### config.mk
export PLATFORM = sky130hd
export DESIGN_NAME = multicycle_ctrl
export DESIGN_NICKNAME = d
export VERILOG_FILES = /design/src/rtl/multicycle_ctrl.sv
export SDC_FILE = /design/constraint.sdc
export NUM_CORES = 1
export LEC_CHECK = 0
export BUFFER_PORTS_ARGS = -buffer_cell sky130_fd_sc_hd__buf_2
export CAP_MARGIN = 20
export CORE_UTILIZATION = 57
export CTS_CLUSTER_DIAMETER = 30
export CTS_CLUSTER_SIZE = 28
export DETAILED_ROUTE_END_ITERATION = 8
export PLACE_DENSITY = 0.84
export SYNTH_ARGS = -nofsm -noshare
export SYNTH_HDL_FRONTEND = slang
export SYNTH_SLANG_ARGS = --single-unit
### constraint.sdc
create_clock -name clk -period 3.2 [get_ports clk]
set_clock_uncertainty 0.05 [all_clocks]
set_input_delay 0.48 -clock clk [delete_from_list [all_inputs] [get_ports clk]]
set_output_delay 0.48 -clock clk [all_outputs]
set_load 0.05 [all_outputs]
### src/rtl/multicycle_ctrl.sv
// Multicycle control unit for a KGP-RISC-style datapath.
// One explicit state register drives all control outputs. Every output is registered and
// presented in the same cycle as the state it belongs to. Memory accesses use a
// variable-latency handshake with an optional ack timeout.
// Optional feature macro: ILLEGAL_TRAP_EN. When defined, an illegal opcode halts the unit
// until INT. When undefined, an illegal opcode is handled as a NOP.
module multicycle_ctrl #(
  parameter int unsigned OPC_W       = 6,
  parameter int unsigned FUNC_W      = 5,
  parameter int unsigned ALUOP_W     = 4,
  parameter int unsigned ACK_TIMEOUT = 0
) (
  input  logic               clk,
  input  logic               rst_n,
  input  logic [OPC_W-1:0]   opcode,
  input  logic [FUNC_W-1:0]  func,
  input  logic               INT,
  input  logic               cond_ok,
  input  logic               mem_ack,
  output logic               irLd,
  output logic [ALUOP_W-1:0] aluOp,
  output logic [2:0]         brOp,
  output logic               aluSrc,
  output logic               aluOut,
  output logic               immSel,
  output logic               mToReg,
  output logic               rdMem,
  output logic               wrMem,
  output logic               wrReg,
  output logic               updPC,
  output logic               halted,
  output logic               illegal,
  output logic               mem_err
);

  typedef enum logic [2:0] {
    StFetch, StDecode, StExec, StMem, StWb, StPcupd, StHalt
  } state_e;

  typedef enum logic [2:0] {
    ClsAlu, ClsCmov, ClsLd, ClsSt, ClsBr, ClsNop, ClsHalt
  } cls_e;

  localparam logic [OPC_W-1:0] OpcRtype   = OPC_W'(0);
  localparam logic [OPC_W-1:0] OpcImmLast = OPC_W'(15);
  localparam logic [OPC_W-1:0] OpcLui     = OPC_W'(16);
  localparam logic [OPC_W-1:0] OpcLd      = OPC_W'(17);
  localparam logic [OPC_W-1:0] OpcSt      = OPC_W'(18);
  localparam logic [OPC_W-1:0] OpcMove    = OPC_W'(20);
  localparam logic [OPC_W-1:0] OpcCmov    = OPC_W'(21);
  localparam logic [OPC_W-1:0] OpcBr      = OPC_W'(32);
  localparam logic [OPC_W-1:0] OpcBmi     = OPC_W'(33);
  localparam logic [OPC_W-1:0] OpcBpl     = OPC_W'(34);
  localparam logic [OPC_W-1:0] OpcBz      = OPC_W'(35);
  localparam logic [OPC_W-1:0] OpcHalt    = OPC_W'(36);
  localparam logic [OPC_W-1:0] OpcNop     = OPC_W'(37);
  localparam logic [OPC_W-1:0] OpcCall    = OPC_W'(38);

  localparam bit          TimeoutOn = (ACK_TIMEOUT > 0);
  localparam int unsigned CntW      = (ACK_TIMEOUT > 2) ? $clog2(ACK_TIMEOUT) : 1;
  localparam logic [CntW-1:0] CntMax = TimeoutOn ? CntW'(ACK_TIMEOUT - 1) : '0;

  state_e            state_q, state_d;
  cls_e              cls_q, cls_d;
  logic [CntW-1:0]   cnt_q, cnt_d;
  logic              timeout;

  cls_e               dec_cls;
  logic               dec_illegal;
  logic [ALUOP_W-1:0] dec_aluop;
  logic [2:0]         dec_br;
  logic               dec_src, dec_out, dec_imm, dec_m;

  logic irld_d, rdmem_d, wrmem_d, wrreg_d, updpc_d, halted_d, illegal_d;

  // Instruction decode: datapath selects and instruction class from opcode/func.
  always_comb begin
    dec_cls     = ClsNop;
    dec_illegal = 1'b0;
    dec_aluop   = '0;
    dec_br      = 3'b000;
    dec_src     = 1'b0;
    dec_out     = 1'b0;
    dec_imm     = 1'b0;
    dec_m       = 1'b0;
    if (opcode == OpcRtype) begin
      dec_cls   = ClsAlu;
      dec_aluop = ALUOP_W'(func[3:0]) - ALUOP_W'(1);
      dec_src   = 1'b1;
      dec_out   = 1'b1;
    end else if (opcode <= OpcImmLast) begin
      dec_cls   = ClsAlu;
      dec_aluop = ALUOP_W'(opcode[3:0]) - ALUOP_W'(1);
    end else begin
      case (opcode)
        OpcLui: begin
          dec_cls   = ClsAlu;
          dec_aluop = '1;
        end
        OpcLd: begin
          dec_cls = ClsLd;
          dec_m   = 1'b1;
        end
        OpcSt: dec_cls = ClsSt;
        OpcMove: begin
          dec_cls = ClsAlu;
          dec_src = 1'b1;
          dec_out = 1'b1;
        end
        OpcCmov: begin
          dec_cls = ClsCmov;
          dec_src = 1'b1;
          dec_out = 1'b1;
        end
        OpcBr, OpcBmi, OpcBpl, OpcBz: begin
          dec_cls = ClsBr;
          dec_imm = 1'b1;
          dec_br  = 3'(opcode[1:0]) + 3'd1;
        end
        OpcCall: begin
          dec_cls = ClsBr;
          dec_imm = 1'b1;
          dec_br  = 3'b101;
        end
        OpcHalt: dec_cls = ClsHalt;
        OpcNop:  dec_cls = ClsNop;
        default: begin
          dec_illegal = 1'b1;
`ifdef ILLEGAL_TRAP_EN
          dec_cls = ClsHalt;
`else
          dec_cls = ClsNop;
`endif
        end
      endcase
    end
  end

  // Next state plus next values of the registered strobes (they follow the next state).
  always_comb begin
    state_d = state_q;
    cls_d   = cls_q;
    cnt_d   = cnt_q;
    timeout = 1'b0;
    unique case (state_q)
      // Advance only once the irLd strobe has actually been presented for a cycle.
      StFetch: if (irLd) state_d = StDecode;
      StDecode: begin
        cls_d = dec_cls;
        if (dec_cls == ClsHalt)     state_d = StHalt;
        else if (dec_cls == ClsNop) state_d = StPcupd;
        else                        state_d = StExec;
      end
      StExec: begin
        cnt_d = '0;
        if (cls_q == ClsLd || cls_q == ClsSt) state_d = StMem;
        else if (cls_q == ClsBr)              state_d = StPcupd;
        else                                  state_d = StWb;
      end
      StMem: begin
        if (mem_ack) begin
          state_d = (cls_q == ClsLd) ? StWb : StPcupd;
        end else if (TimeoutOn && cnt_q == CntMax) begin
          timeout = 1'b1;
          state_d = StPcupd;
        end else begin
          cnt_d = cnt_q + CntW'(1);
        end
      end
      StWb:    state_d = StPcupd;
      StPcupd: state_d = StFetch;
      StHalt:  if (INT) state_d = StPcupd;
      default: state_d = StFetch;
    endcase

    irld_d    = (state_d == StFetch);
    rdmem_d   = (state_d == StMem) && (cls_d == ClsLd);
    wrmem_d   = (state_d == StMem) && (cls_d == ClsSt);
    // cond_ok is sampled on the EXEC->WB edge for CMOV.
    wrreg_d   = (state_d == StWb) && ((cls_d != ClsCmov) || cond_ok);
    updpc_d   = (state_d == StPcupd);
    halted_d  = (state_d == StHalt);
    illegal_d = (state_q == StDecode) && dec_illegal;
  end

  // State, instruction class and memory wait counter.
  always_ff @(posedge clk or negedge rst_n) begin
    if (!rst_n) begin
      state_q <= StFetch;
      cls_q   <= ClsNop;
      cnt_q   <= '0;
    end else begin
      state_q <= state_d;
      cls_q   <= cls_d;
      cnt_q   <= cnt_d;
    end
  end

  // Registered outputs; datapath selects are captured on DECODE exit and held.
  always_ff @(posedge clk or negedge rst_n) begin
    if (!rst_n) begin
      irLd    <= 1'b0;
      rdMem   <= 1'b0;
      wrMem   <= 1'b0;
      wrReg   <= 1'b0;
      updPC   <= 1'b0;
      halted  <= 1'b0;
      illegal <= 1'b0;
      mem_err <= 1'b0;
      aluOp   <= '0;
      brOp    <= 3'b000;
      aluSrc  <= 1'b0;
      aluOut  <= 1'b0;
      immSel  <= 1'b0;
      mToReg  <= 1'b0;
    end else begin
      irLd    <= irld_d;
      rdMem   <= rdmem_d;
      wrMem   <= wrmem_d;
      wrReg   <= wrreg_d;
      updPC   <= updpc_d;
      halted  <= halted_d;
      illegal <= illegal_d;
      mem_err <= timeout;
      if (state_q == StDecode) begin
        aluOp  <= dec_aluop;
        brOp   <= dec_br;
        aluSrc <= dec_src;
        aluOut <= dec_out;
        immSel <= dec_imm;
        mToReg <= dec_m;
      end
    end
  end

endmodule

==> results, run 1 <==
- STA puts the critical path data required time at 3.37 ns.
- The kind of capture point of the worst setup path is a flop.
- In the final layout, the share of cells above drive strength 1 is 26.60%.
- Summed over all nets, the switching power comes to about 620 µW.
- Summed over all layers, the global routing overflow is 0.
- Internal power comes to 639.5 µW.
- The total number of yosys warnings is 0.
- The number of enable-type register cells in the synthesized netlist is 0.
- The top cell types in the final layout, fill and taps aside, are 32 x buf_2, 21 x dfrtp_1, 16 x nand2_1.
- The final layout contains routed wiring with a total length of 3.129 mm.
- The floorplan step defined a die boundary enclosing approximately 2900 µm².
- In this run the mean area of a mapped cell was roughly 9.4 µm².
- The CTS clock-pin slew for the worst setup and hold paths is 0.13 ns.
- Sequential cells account for 36.9% of the total power.
- The adder-cell share of the synthesized area is 4.882%.
- The portion of total power attributed to the clock network is about a tenth.
- Across all setup checks in the final design, the least slack found is around 0.96 ns.
- On the critical path, the stage with the largest delay is an instance of or4_4.
- Setup repair after global routing left no endpoint under its margin.
- The switching share of power is around half.
- For the worst setup path, the data arrival time is 2.41 ns.
- In the routed design, unresolved DRC markers number 0.
- The clock insertion delay at the later pin of the skew report is 0.30 ns.
- The signal on the critical path passes through buf_2, inv_1, ha_1, nor4_2, or4_4, a2111oi_4, a221oi_2, a211oi_2.
- Summed over all failing endpoints, the final setup total negative slack is 0 ns.
- The count of nets left with antenna violations once routing finished came out at 0.
- The number of synthesized register bits is 23.
- The critical path is of the in -> reg type.
- The number of buffers added to fix hold violations after cts is 0.
- CTS built an H-tree with a depth of 1.
- Summing the areas of all xor and xnor instances in the mapped netlist gives approximately 1.7% of the synthesized area.
- The final net count is 211.
- The number of core rows is 18.
- The maximum resistive drop on vdd is 0.5429 mV.
- Static timing analysis puts the maximum clock frequency at 446.3 MHz.
- The congestion estimate from routability-driven global placement came to 0.8824.
- After synthesis, flip-flops and latches occupy between 30% and 40% of the total area.
- 35 I/O pins were placed.
- Post-CTS timing repair inserted 0 buffers for setup.
- Synthesis produced approximately 160 cells.
- The max capacitance violation total is 0.
- Hold is met by 0.07417 ns.
- The die is 53.94 µm wide.
- The synthesized netlist devotes 23.27% of its cell area to compound gates.
- The path class of the tightest hold or removal check is in -> async.
- The area growth from synthesis to final layout is 9.520%.
- The filler cells instantiated in the layout total 209.
- The commonest non-fill, non-tap cell in the layout is buf_2.
- The final-report max-slew violation count came to 0.
- The routed design could run at a clock period as short as 2.241 ns.
- The share of async-settable or async-resettable flops after synthesis is 100.0%.
- Of the available clock period, the critical path in the final layout requires 70.03%.
- The final cell count without fillers is 218.
- The clock sink total is 23.
- The via-per-instance ratio is 6.023.
- The total count of hold-check failures in the final report is 0.
- The total via count in the routed design is 1313.
- Prior to clock tree synthesis, the placed netlist has a worst setup slack of about 0.65 ns.
- The type of origin of the critical path is an input pin.
- The post-placement cell count is 214.
- The repair_antennas step left the layout with diodes totalling 0.
- The portion of synthesized cell area occupied by the leading cell type is 34.17%.
- The maximum number of buffers from clock root to sink is 2.
- The number of distinct library cells after synthesis is 56.
- The fraction of synthesized area in multiplexers is ~1.3%.
- The share of synthesized cell area in and, or, nand and nor gates is around a quarter.
- The clock tree from TritonCTS is done.
- Entering global routing, the biggest net connects 24 pins.
- From bottom edge to top edge, the die measures roughly 54 µm.
- The number of nets produced by synthesis is 186.
- The flip-flop cell with the highest count after synthesis is dfrtp_1.
- The run finished with clean final reports.
- The length of the first detailed-routing pass in iterations is 4.
- In this run the tool buffered the top-level ports with 32 buffer cells.
- In the global route stage, overall resource usage came out at between 20% and 30%.
- The core footprint is 2522 µm².
- The analysis attributes to cell leakage a power of 0.0008099 µW.
- The share of total power in combinational logic is 52.8%.
- The initial detailed-routing violation count is 39.
- The wire length per cell after detailed routing is 14.35 µm.
- The setup-violating endpoint count in the final report is 0.
- Along the worst path, the maximum fanout reaches 9.
- TritonCTS created 3 clock buffers.
- Yosys attributes the largest share of cell area to dfrtp_1 34%, ha_1 4.9%, nand2_1 3.9%.
- Once the clock tree was built, the resizer swapped 0 gates to a different size.
- The worst stage delay on the critical path is 0.46 ns.
- The HPWL after detailed placement is 2.428 mm.
- Measured against its own limit, the worst slew margin works out to around two thirds.
- Once the floorplan was initialized, standard cells occupied just over 60% of the core.
- The total standard cell area after synthesis is 1538 µm².
- The initial antenna violation count came to 0.
- The power density relative to cell area is between 700 and 800 nW/µm².
- The transition time at the pin with the least slew margin is 0.4886 ns.
- The largest family of logic cells by synthesized area is simple AND/OR/NAND/NOR gates.
- The first global-routing pass estimated 5.216 mm of wire.
- The largest total area in the synthesized netlist belongs to dfrtp_1.
- The via count of the first global-routing pass came to about 1200.
- Clock tree synthesis selected as its root buffer the cell clkbuf_4.
## stage by stage
| step | power [µW] | util, % | cell area [µm²] |
|---|---|---|---|
| finish | 1259 | 66.77 | 1684 |
| global route | 1347 | 66.77 | 1684 |
| CTS | 1260 | 66.77 | 1684 |
| detailed placement | 1134 | 65.67 | 1657 |
| global placement | 1113 | 65.67 | 1657 |
| floorplan | 1013 | - | 1538 |
## final cells by class
class | instances | area [µm²] | share of cell area, %
well taps | 30 | 37.54 | 2.229
flip-flops and latches | 23 | 578.1 | 34.32
repair buffers | 32 | 160.2 | 9.510
multi-input cells | 121 | 850.8 | 50.52
inverters | 8 | 30.03 | 1.783
clock inverters | 1 | 5.005 | 0.2972
clock buffers | 3 | 22.52 | 1.337
## cells by family (layout without fill, tap and decap cells)
family | after synthesis | after routing
flip-flops | 23 | 23
buffers and inverters | 20 | 44
AND/OR/NAND/NOR | 64 | 64
multiplexers | 2 | 2
AO/OA/AOI/OAI | 45 | 45
XOR/XNOR | 3 | 3
adder cells (fa/ha/maj) | 6 | 6
other | 1 | 1
## power by group through the flow
| stage | Combinational, µW | Sequential (µW) | Clock (µW) |
|---|---|---|---|
| floorplan | 378 | 635 | 0 |
| global route | 719 | 482 | 145 |
| finish | 664 | 465 | 130 |
| global placement | 651 | 463 | 0 |
| detailed placement | 663 | 471 | 0 |
| CTS | 663 | 465 | 133 |
## cell usage after synthesis (2+ instances only)
master,number
a31oi_1,3
a22o_1,4
o211ai_1,2
a21oi_1,3
dfstp_2,2
nand3_1,6
dfrtp_1,21
ha_1,6
o31ai_1,3
o21ai_1,3
xnor2_1,3
o31ai_2,2
buf_2,6
nor3_1,4
mux2i_1,2
o21ai_0,9
a211oi_1,2
nand2_1,16
buf_4,3
buf_6,2
inv_1,8
nand2b_1,5
nor2_1,11
nor2b_1,6
## sequential cells by signal (all words and copies together) (netlist names)
register,count
aluOp,4
brOp,3
cls_q,3
state_q,3
aluOut,1
halted,1
illegal,1
immSel,1
irLd,1
mToReg,1
rdMem,1
updPC,1
wrMem,1
wrReg,1
## path summary, 6_finish.rpt
kind | start | endpoint | slack (ns) | cells past startpoint
max in group asynchronous | rst_n | cls_q[2] | 2.66 | 1
min in group clk | aluOp[3] | aluOp[3] | 0.43 | 2
min | rst_n | halted | 0.07 | 1
max reg2reg | state_q[0] | halted | 1.21 | 5
min reg2reg | aluOp[3] | aluOp[3] | 0.43 | 2
max | opcode[0] | halted | 0.96 | 8
## critical path, delay by kind of cell
| family | cells | cell delay (ns) |
|---|---|---|
| adders and majority gates | 1 | 0.35 |
| AOI/OAI and AO/OA | 3 | 0.78 |
| and+or+nand+nor | 2 | 0.56 |
| buffers and inverters | 2 | 0.23 |
## metal layers
metal	vias up	GRT usage (%)	wire length [µm]
met1	618	30.47	1371
met4	0	8.333	36
met3	4	2.542	133
li1	646	-	-
met2	45	44.03	1587
met5	-	0	0
Note: power is estimated with default switching activity, not from simulation.
==> inputs of run 2 (changes only) <==
--- a/config.mk
+++ b/config.mk
@@ -7,11 +7,11 @@
 export LEC_CHECK = 0
 export BUFFER_PORTS_ARGS = -buffer_cell sky130_fd_sc_hd__buf_2
 export CAP_MARGIN = 20
-export CORE_UTILIZATION = 57
+export CORE_UTILIZATION = 48
 export CTS_CLUSTER_DIAMETER = 30
 export CTS_CLUSTER_SIZE = 28
 export DETAILED_ROUTE_END_ITERATION = 8
-export PLACE_DENSITY = 0.84
+export PLACE_DENSITY = 0.75
 export SYNTH_ARGS = -nofsm -noshare
 export SYNTH_HDL_FRONTEND = slang
 export SYNTH_SLANG_ARGS = --single-unit
==> constraint.sdc (replaced) <==
create_clock -name clk -period 1.8 [get_ports clk]
set_clock_uncertainty 0.05 [all_clocks]
set_input_delay 0.27 -clock clk [delete_from_list [all_inputs] [get_ports clk]]
set_output_delay 0.27 -clock clk [all_outputs]
set_load 0.05 [all_outputs]
==> results, run 2 (synthesized netlist as in run 1, its figures left out) <==
- The final setup slack of the worst path is -0.005227 ns.
- After floorplanning, the core was sized to cover roughly 3100 µm².
- The final core area utilization is approximately two thirds.
- Max-cap violations in this run came to 0.
- The final critical path takes up 100.3% of the cycle.
- The commonest non-fill, non-tap cell in the layout is buf_2.
- The count of buffers added on input and output ports is 32.
- In the routed design, unresolved DRC markers number 0.
- Counting the fill cells in the layout gives about 260.
- For this run, the detailed router's first-pass iteration total came to 4.
- After detailed routing, the wire length on met1 is 1.549 mm.
- The CTS clock-pin slew for the worst setup and hold paths is 0.12 ns.
- The HPWL after detailed placement is about 2.8 mm.
- Using the TritonRoute via totals, the vias-per-cell ratio works out to roughly 5.5.
- The kind of capture point of the worst setup path is a flop.
- The initial antenna violation count is 0.
- The total die area is 3434 µm².
- The highest clock frequency the design can meet is 553.9 MHz.
- In the layout the commonest cells are 30 x buf_2, 26 x buf_4, 20 x dfrtp_1.
- The final reports fail on negative setup slack.
- Across the whole layout, storage elements account for 579.3 µm².
- The maximum resistive drop on vdd is 0.4464 mV.
- The sum of met2 wire segment lengths after detailed routing is approximately 1.9 mm.
- The clock insertion delay at the later pin of the skew report is ~0.30 ns.
- Relative to the synthesized area, the layout overhead comes to 30.76%.
- The setup-violating endpoint count in the final report is 1.
- The repair_antennas step left the layout with diodes totalling 0.
- The maximum number of buffers from clock root to sink is 2.
- In the final layout, the multi-input gates occupy about 940 µm².
- The flip-flop count of the largest register, all copies and words added is 4.
- The layout cell share with drive strength beyond 1 is 40.38%.
- The number of core rows is 20.
- The total count of hold-check failures in the final report is 0.
- The global-route wire length before repair is 6.113 mm.
- The total track usage is 23.19%.
- At the end of routability-driven placement, the weighted congestion stood at 0.8180.
- The time the worst path needs with I/O delays and setup is around 1.8 ns.
- Setup repair after global routing could not meet its margin everywhere.
- The routed layout has roughly 1400 vias.
- The run finished, with violations left.
- The residual antenna-violating net count after detailed routing is 0.
- The analysis attributes to cell leakage a power of 0.0009482 µW.
- The type of origin of the critical path is a flop.
- Summed over all layers, the global routing overflow is 0.
- Setup slack on the worst reg-to-reg path comes out at -0.005 ns.
- The highest net fanout along the worst path is 5.
- The final net count is 236.
- Data on the critical path is required at its endpoint by 1.99 ns.
- After detailed routing, the average wire length per cell comes to 13.79 µm.
- CTS placed an instance of clkbuf_4 at the clock tree root.
- Wire segments on met3 add up to slightly above 100 µm in the final route.
- The total clock buffers created by CTS is 3.
- The deepest level of the CTS H-tree is 1.
- The clock tree from TritonCTS is done.
- The via count of the first global-routing pass came to 1351.
- The minimum hold slack is 0.2802 ns.
- The minimum setup slack after placement is -0.3377 ns.
- The highest layer touched by signal routing is met4.
- The critical path data arrival time is ~2.0 ns.
- The overall routed net length is 3.543 mm.
- The initial detailed-routing violation count is 87.
- The power density relative to cell area is 1242 nW/µm².
- The starting utilization of the core area is just over 50%.
- Ranked by flip-flop count, first place goes to aluOp.
- For this design the top-level I/O count stands at 35.
- The tightest slew margin relative to the limit is roughly two thirds.
- The critical path start-end classification is reg -> reg.
- The transition time at the pin with the least slew margin is 0.5034 ns.
- The floorplan step set the die height to 58.60 µm.
- The path class of the lowest-slack min-delay path is in -> reg.
- The floorplan step set the die width to slightly below 60 µm.
- Entering global routing, the biggest net connects 24 pins.
- The final-report max-slew violation count is 0.
- CTS saw 23 sinks.
run 2: worst paths after layout:
| check | end | start | depth (start not counted) |
|---|---|---|---|
| max in group asynchronous | state_q[1] | rst_n | 2 |
| setup reg to reg | irLd | cls_q[2] | 5 |
| hold reg to reg | aluOp[3] | aluOp[3] | 2 |
| min in group asynchronous | state_q[0] | rst_n | 2 |
| setup / recovery | irLd | cls_q[2] | 5 |
| hold / removal | rdMem | mem_ack | 4 |
run 2: final cells by class:
class,count,area share [%]
multi-input combinational,121,46.55
sequential,23,28.81
timing repair buffer,57,17.67
inverter,8,2.925
tap,44,2.738
clock buffer,4,1.307
run 2: power by group:
group          total [µW]  switching (µW)  internal [µW]
combinational        1460             921            539
sequential            809             117            692
clock                 229             143           86.4
run 2: per-stage QoR:
step	cell area, µm²	total power [µW]	setup TNS [ns]	std cells
after floorplan	1617	1815	-0.006335	164
after global placement	1922	2126	-2.378	251
after detailed placement	1922	2169	-3.082	251
after CTS	1984	2453	-0.0001434	256
after global routing	2011	2655	-0.06923	257
final	2011	2498	-0.005227	257
run 2: timing repair:
item | in CTS | in global routing
setup endpoints to repair | 2 | 7
hold endpoints to repair | 21 | 0
gates resized for setup | 7 | 5
cloned | 0 | 0
pin swaps | 5 | 2
buffers inserted | 0 | 1
hold buffers | 1 | 0
run 2: layer usage:
metal  up-vias  GRT usage, %
met5         -             0
met2        33         40.56
met3         2         1.538
met1       689         30.50
li1        694             -
met4         0         7.823
run 2: worst max-delay path, stage by stage, from the launching register on:
cell and delay, ns:
dfstp_2 0.58, nand2b_4 0.14, nor2_2 0.03, o311a_1 0.32
or3b_4 0.41, and3b_1 0.22
==> inputs of run 3 (changes only) <==
==> constraint.sdc (replaced) <==
create_clock -name clk -period 1.48 [get_ports clk]
set_clock_uncertainty 0.05 [all_clocks]
set_input_delay 0.222 -clock clk [delete_from_list [all_inputs] [get_ports clk]]
set_output_delay 0.222 -clock clk [all_outputs]
set_load 0.05 [all_outputs]
==> results, run 3 (synthesized netlist as in run 1, its figures left out) <==
- Relative to the synthesized area, the layout overhead comes to 59.15%.
- The worst register-to-register path begins at cls_q[2].
- The total via count in the routed design is around 1600.
- The power spent charging and discharging nets is 1839 µW.
- The path class of the lowest-slack min-delay path is in -> reg.
- Along the worst path, the maximum fanout reaches 3.
- The clock sink total is 23.
- The fraction of the cycle the final worst path needs is 121.6%.
- The total count of hold-check failures in the final report came to 0.
- The cell sitting at the root of the clock tree is a clkbuf_4.
- After filler insertion, the fill cell instance count of the layout stands at 204.
- The post-layout total power is 4018 µW.
- Setup repair after global routing could not meet its margin everywhere.
- The hold path startpoint is opcode[5].
- The total die area is 3434 µm².
- The repair_antennas step left the layout with diodes totalling 0.
- The residual antenna-violating net count after detailed routing is 0.
- Row generation in the floorplan step produced 20 rows.
- Setup violations remaining at the end of the flow were counted as 22.
- STA classifies the critical path startpoint as a flop.
- Per report_power, the sequential group accounts for around 26% of the total.
- Entering global routing, the biggest net connects 24 pins.
- Buffers placed on the I/O ports in this run total 32.
- The worst hold path terminates at aluOp[0].
- The top-level I/O count is 35.
- Across the VDD grid, the largest voltage drop is just over 0.9 mV.
- The critical path start-end classification is reg -> reg.
- The total clock buffers created by CTS is 3.
- CTS built an H-tree with a depth of 1.
- Once the floorplan was initialized, standard cells occupied 50.37% of the core.
- Of the cells placed in the final design, the portion with a size suffix greater than 1 is a little over half.
- The kind of capture point of the worst setup path is a flop.
- The final reports fail on negative setup slack.
- The final weighted congestion in routability-driven placement is 0.9383.
- The smallest clock period supported by the final layout is computed as 1.800 ns.
- The via-per-instance ratio is 5.808.
- The floorplan step defined a core boundary enclosing 3053 µm².
- The initial detailed-routing violation count is 88.
- The final-report max-slew violation count came to 0.
- The maximum number of buffers from clock root to sink is 2.
- STA puts the critical path data arrival time at 1.98 ns.
- The die height is 58.60 µm.
- The max capacitance violation total is 0.
- The final cell count without fillers is 281.
- The die is 58.60 µm wide.
- The final setup slack of the worst path is -0.3196 ns.
- The initial antenna violation count is 0.
- After detailed routing, the average wire length per cell comes to between 15 and 20 µm.
- The power density relative to cell area is 1642 nW/µm².
- The tightest slew margin relative to the limit is 64.79%.
- The internal power component is roughly 2200 µW.
- The final standard cell area without fillers is 2447 µm².
- The portion of total power attributed to the clock network is between 7 and 8%.
- The library cell used most frequently in the layout, excluding fill and tap cells, is buf_4.
- The switching share of power is between 40% and 50%.
- The post-detailed-route DRC marker count is 0.
- In the final design database the tool counted 260 nets.
- The via count of the first global-routing pass is 1539.
- The register with the most flip-flops in the layout has 4 of them.
- The placed cell area is 2036 µm².
- The capturing point of the worst reg2reg path is wrReg.
- Along the worst hold path, the cell count comes to 3.
- The highest clock frequency the design can meet is 555.7 MHz.
- The global-route wire length before repair is 6.858 mm.
- Combinational logic is responsible for 67.1% of the overall power.
- Summing all multi-input logic gate instances after layout gives between 1000 and 1500 µm².
- Ranked by flip-flop count, first place goes to aluOp.
- The overall routed net length is 4.847 mm.
- Measured in cells, the most critical reg-to-reg path has a length of 5.
- The total track usage is 26.38%.
- At the pin with the least slew margin, the transition time is 0.5281 ns.
- The CTS clock-pin slew for the worst setup and hold paths is 0.12 ns.
- The post-placement cell count is 262.
- The run finished, with violations left.
- The minimum hold slack is 0.2124 ns.
- The leakage component of the power is 0.001115 µW.
- The total grt overflow is 0.
- Summing all flip-flop and latch instances after layout gives 583.1 µm².
- The length of the first detailed-routing pass in iterations is 4.
- Detailed placement ended at an HPWL of 3.055 mm.
- The reg2reg setup slack is -0.32 ns.
- The library cells used most frequently in the layout, excluding fill and tap cells, are 42 x buf_4, 30 x buf_2, 17 x dfrtp_1.
- TritonCTS built the clock tree.
- Data on the critical path is required at its endpoint by 1.66 ns.
- For the worst-skew pair, the clock arrives at the later sink with an insertion delay of between 0.3 and 0.4 ns.
run 3: critical path, cell delays in order, from the launching register on:
cell and delay [ns]:
dfstp_2 0.57, nand2b_4 0.13, nor2_2 0.03, o311a_1 0.32, or3b_4 0.40, a211oi_2 0.22
run 3: worst max path at each step:
stage	endpoint	start	slack [ns]
global placement	irLd	opcode[1]	-0.55
global route	wrReg	cls_q[2]	-0.35
CTS	irLd	cls_q[2]	-0.28
floorplan	irLd	opcode[1]	-0.28
detailed placement	irLd	opcode[1]	-0.61
finish	wrReg	cls_q[2]	-0.32
run 3: power groups by stage:
stage	logic (µW)	clock network (µW)	registers [µW]
3_3_place_gp	1760	0	1000
3_5_place_dp	1810	0	1020
2_1_floorplan	919	0	1380
5_1_grt	2830	313	1060
4_1_cts	2110	291	1010
6_report	2700	293	1030
run 3: layout make-up:
cell class | instances | share of cell area [%]
repair buffers | 81 | 24.39
multi-input cells | 121 | 46.06
flip-flops and latches | 23 | 23.82
well taps | 44 | 2.249
clock buffers | 4 | 1.074
inverters | 8 | 2.403
run 3: layer usage:
metal	up-vias	GRT usage, %	routed length (µm)	part of all wire [%]
met3	14	1.538	122	2.5
li1	739	-	-	-
met4	0	9.864	133	2.7
met5	-	0	0	0
met2	54	51.56	2779	57
met1	825	29.90	1811	37
run 3: through the flow:
stage               setup WS, ns  setup TNS (ns)  util (%)
finish                   -0.3196          -2.767     80.16
global route             -0.3508          -3.642     80.16
CTS                      -0.2841          -1.599     72.70
detailed placement       -0.6139          -7.765     66.68
global placement         -0.5518          -6.583     66.68
floorplan                -0.2766          -1.327         -
run 3: repair_timing:
action,CTS,global route
endpoints found under the setup margin,21,21
gates cloned,0,1
pin swaps,8,12
setup buffers,5,10
endpoints found under the hold margin,21,0
hold buffers,1,0
gates resized for setup,24,27
